<file path="src/rtl/pipe_reg_2read_port.sv">
// rtl/pipe_reg_2read_port.sv - in-order FIFO stage exposing the two oldest entries on two read ports
module pipe_reg_2read_port #(
    parameter int DSIZE = 8,
    parameter int DEPTH = 4,
    parameter int ASIZE = 2
) (
    input  logic             clock,
    input  logic             rst,
    input  logic             wr_en,
    input  logic [DSIZE-1:0] indata,
    input  logic             rd_en0,
    input  logic             rd_en1,
    output logic             valid0,
    output logic             valid1,
    output logic [DSIZE-1:0] outdata0,
    output logic [DSIZE-1:0] outdata1,
    output logic             full,
    output logic             empty,
    output logic [ASIZE:0]   count,
    output logic             ovf_err,
    output logic             udf_err
);

    logic [DSIZE-1:0] mem_q [DEPTH];
    logic [ASIZE-1:0] rd_ptr_q, rd_ptr_d;
    logic [ASIZE-1:0] wr_ptr_q, wr_ptr_d;
    logic [ASIZE:0]   count_q, count_d;
    logic             ovf_q, ovf_d;
    logic             udf_q, udf_d;

    logic             pop0, pop1, push, rd_illegal;
    logic [1:0]       npop;
    logic [ASIZE:0]   count_after_pop;
    logic [ASIZE-1:0] rd_ptr1;

    assign valid0  = (count_q != '0);
    assign valid1  = (count_q >= (ASIZE+1)'(2));
    assign full    = (count_q == (ASIZE+1)'(DEPTH));
    assign empty   = (count_q == '0);
    assign count   = count_q;
    assign ovf_err = ovf_q;
    assign udf_err = udf_q;

    // Pops are resolved against the registered count; a write never bypasses to a read port.
    always_comb begin
        pop0            = rd_en0 && valid0;
        pop1            = rd_en1 && rd_en0 && valid1;
        npop            = {1'b0, pop0} + {1'b0, pop1};
        rd_illegal      = (rd_en0 && !valid0) || (rd_en1 && !rd_en0) || (rd_en1 && !valid1);
        count_after_pop = count_q - (ASIZE+1)'(npop);
        push            = wr_en && (count_after_pop < (ASIZE+1)'(DEPTH));

        rd_ptr_d = rd_ptr_q + ASIZE'(npop);
        wr_ptr_d = push ? wr_ptr_q + ASIZE'(1) : wr_ptr_q;
        count_d  = count_after_pop + (ASIZE+1)'(push);
        ovf_d    = ovf_q || (wr_en && !push);
        udf_d    = udf_q || rd_illegal;
    end

    assign rd_ptr1  = rd_ptr_q + ASIZE'(1);
    assign outdata0 = valid0 ? mem_q[rd_ptr_q] : '0;
    assign outdata1 = valid1 ? mem_q[rd_ptr1]  : '0;

    always_ff @(posedge clock or posedge rst) begin
        if (rst) begin
            for (int i = 0; i < DEPTH; i++) begin
                mem_q[i] <= '0;
            end
            rd_ptr_q <= '0;
            wr_ptr_q <= '0;
            count_q  <= '0;
            ovf_q    <= 1'b0;
            udf_q    <= 1'b0;
        end else begin
            if (push) begin
                mem_q[wr_ptr_q] <= indata;
            end
            rd_ptr_q <= rd_ptr_d;
            wr_ptr_q <= wr_ptr_d;
            count_q  <= count_d;
            ovf_q    <= ovf_d;
            udf_q    <= udf_d;
        end
    end

endmodule

</file>
<file path="config.mk">
export PLATFORM = sky130hd
export DESIGN_NAME = pipe_reg_2read_port
export DESIGN_NICKNAME = d
export VERILOG_FILES = /design/src/rtl/pipe_reg_2read_port.sv
export SDC_FILE = /design/constraint.sdc
export NUM_CORES = 1
export LEC_CHECK = 0
export BUFFER_PORTS_ARGS = -buffer_cell sky130_fd_sc_hd__buf_2
export CORE_MARGIN = 2
export CORE_UTILIZATION = 25
export DETAILED_ROUTE_END_ITERATION = 6
export GPL_ROUTABILITY_DRIVEN = 1
export HOLD_SLACK_MARGIN = 0.1
export PLACE_DENSITY_LB_ADDON = 0.08
export SKIP_CTS_REPAIR_TIMING = 1
export SYNTH_ARGS = -nofsm -noshare
export SYNTH_HDL_FRONTEND = slang
export SYNTH_SLANG_ARGS = --single-unit
</file>
<file path="constraint.sdc">
create_clock -name clock -period 3.4 [get_ports clock]
set_input_delay 0.34 -clock clock [delete_from_list [all_inputs] [get_ports clock]]
set_output_delay 0.34 -clock clock [all_outputs]
set_load 0.005 [all_outputs]
</file>
==> summary.md <==
| Metric | Value |
|---|---|
| Run status | finished, final reports clean |
| Largest net degree at the start of global routing | 23 |
| Via/cell ratio | 4.54 |
| CP required | 3.58 ns |
| First-pass GRT wire length | 8.84 mm |
| Final nets | 220 |
| Final hold viol count | 0 |
| Minimum clock period | 2.96 ns |
| Iteration-0 DRC Markers | 22 |
| Clock Path Buffers | 2 |
| Register bit count reported by yosys | 41 |
| Die width | 101 um |
| Final setup violation count | 0 |
| Sequential share of the synthesized area | 43.3% |
| Fmax | 337 MHz |
| Worst min path class | primary input to asynchronous set/reset pin |
| Antenna-violating nets left | 0 |
| Mux cell area share after synthesis | 36.0% |
| Overall Power | 0.00289 W |
| Drt first pass iters | 4 |
| Power per cell area | 1030 nW/um^2 |
| Gr usage total | 11.6% |
| Synth cell count leaders | 41 x dfrtp_1, 32 x mux2_4, 16 x mux4_2, 10 x inv_1 |
| Final HPWL DP | 3.84 mm |
| Simple-Gate Fraction of Synth Area | 7.03% |
| Area delta synth->final | 18.0% |
| H-tree depth | 2 |
| Buffers added on ports | 37 |
| Netlist Area Pre-Place | 2370 um^2 |
| WS Path Type | flip-flop to flip-flop |
| FF-to-FF path depth | 9 |
| CTS Buf Count | 5 |
| Arrival @ worst endpoint | 3.15 ns |
| Synth unique cells | 22 |
| Slew HR | 37.0% |
| Antenna Cells | 0 |
| Syn nets | 178 |
| Post-synthesis cell count | 155 |
| VDD IR max | 363 uV |
| CTS tree | yes |
| Final setup TNS | 0 ns |
| Yosys top cell area share | 43.3% |
| Largest family of logic cells by synthesized area | multiplexers |
| Number of cell rows | 35 |
| Post-Synth Adder-Cell Area | 5.60% |
| Core area | 9200 um^2 |
| Max_cap viols | 0 |
| Least-Margin Pin Slew | 0.945 ns |
| Die area | 10300 um^2 |
| Worst Skew | 0.00553 ns |
| Leak | 1.30 nW |
| Fin crit share | 87.2% |
| Critical Path Source Type | flip-flop |
| Yosys warnings | 0 |
| Initial core utilization | 25.7% |
| Max Fanout on Critical Path | 8 |
| RSZ-0062 raised after global routing | no |
| Cell taking the most area after synthesis | dfrtp_1 |
| Compound-Gate Fraction of Synth Area | 0.846% |
| Per-cell routed wire length | 17.6 um |
| Number of flops mapped to enable cells by yosys | 0 |
| Drt total wl | 5.45 mm |
| Initial antenna violation count | 0 |
| Clock latency at the later pin of the worst-skew pair | 0.29 ns |
| Remaining DRCs | 0 |
| Ys async rst share | 100% |
| Share of cells above drive strength 1 | 52.5% |
| Die Ht | 101 um |
| Clock transition at path regs | 0.08 ns |
| Mean Syn Cell Area | 15.3 um^2 |
| Gpl congestion | 0.723 |
| Via count | 1402 |
| Vias in the first global route | 1608 |
| Top Ports | 38 |
| Sinks on Clock Net | 41 |
| Global route total overflow | 0 |
| CTS root buf | clkbuf_8 |
| Crit end category | flip-flop |
| Synth Flop Type | dfrtp_1 |
| Most frequent cell after synthesis | dfrtp_1 |
| Slew Limit Fails | 0 |
| Xor and xnor area share after synthesis | 2.17% |
| Top cells by area, synth | dfrtp_1 43%, mux2_4 20%, mux4_2 15% |
==> flip-flops by register name, summed over array words and instances, names as in the netlist <==
register,flops
mem_q,32
count,3
rd_ptr_q,2
wr_ptr_q,2
ovf_err,1
udf_err,1
==> cells by family after synthesis <==
family	Yosys count
AOI/OAI and AO/OA	3
muxes	49
buffers and inverters	20
xor gates and xnor gates	5
and+or+nand+nor	27
adders and majority gates	10
DFF	41
==> area by class of cell <==
type                            count  area, um^2
Tap cell                          111         139
Sequential cell                    41        1030
Timing Repair Buffer               45         283
Inverter                           10        37.5
Fill cell                         945        6400
Clock inverter                      3        17.5
Clock buffer                        5        68.8
Multi-Input combinational cell     94        1220
==> path summary, 6_finish.rpt <==
kind / startpoint / endpoint / slack (ns)
setup reg to reg: count[2]$_DFF_PP0_ / mem_q[21]$_DFFE_PP0P_ / 0.44
min in group clock: rd_en1 / udf_err$_DFF_PP0_ / 0.32
hold / removal: rst / mem_q[17]$_DFFE_PP0P_ / 0.20
max in group asynchronous: rst / mem_q[0]$_DFFE_PP0P_ / 2.39
hold reg to reg: ovf_err$_DFF_PP0_ / ovf_err$_DFF_PP0_ / 0.49
setup / recovery: count[2]$_DFF_PP0_ / mem_q[21]$_DFFE_PP0P_ / 0.44
==> stage by stage <==
step | setup WS [ns] | hold slack [ns] | cell area, um^2 | utilization (%) | cells
3_5_place_dp | 0.452 | 0.463 | 2710 | 29.4 | 301
4_1_cts | 0.433 | 0.223 | 2790 | 30.4 | 309
5_1_grt | 0.306 | 0.254 | 2790 | 30.4 | 309
3_3_place_gp | 0.517 | 0.460 | 2710 | 29.4 | 301
6_report | 0.437 | 0.200 | 2790 | 30.4 | 309
2_1_floorplan | 0.445 | 0.468 | 2370 | - | 155
==> power breakdown <==
group          internal [W]  leakage (nW)  switching [W]
clock network      0.000142        0.0439       0.000177
logic               0.00102         0.774       0.000555
registers          0.000732         0.483       0.000261
==> layer usage <==
metal  vias up  part of all wire (%)  global-route usage, %  wire, um
met3         5                   3.9                   2.76       212
li1        630                     -                      -         -
met4         0                  0.90                   3.12        49
met1       733                    44                   14.3      2430
met5         -                     0                      0         0
met2        34                    51                   20.4      2770
==> placed cells by master (no fill, tap or decap) <==
cell type   instances
and2_1              9
buf_4               5
ha_1                9
or2_1               1
mux2_4             32
clkinv_2            2
nand2_1             1
a21oi_1             1
buf_2              37
mux4_2             16
mux2_2              1
clkbuf_8            5
nor3_1              1
o21bai_1            2
buf_12              3
xnor2_2             1
and3_2              1
dfrtp_1            41
and3_1              5
clkinvlp_4          1
inv_1              10
xnor2_1             4
nor2b_1             9
fa_1                1
==> critical path, stage by stage, from the launching register on <==
cell and delay, ns:
dfrtp_1 0.44, or2_1 0.27, and3_1 0.19, ha_1 0.30, ha_1 0.20, fa_1 0.41, xnor2_2 0.31, and3_1 0.26
buf_12 0.16, mux2_4 0.31
Note: power is estimated with default switching activity, not from simulation.
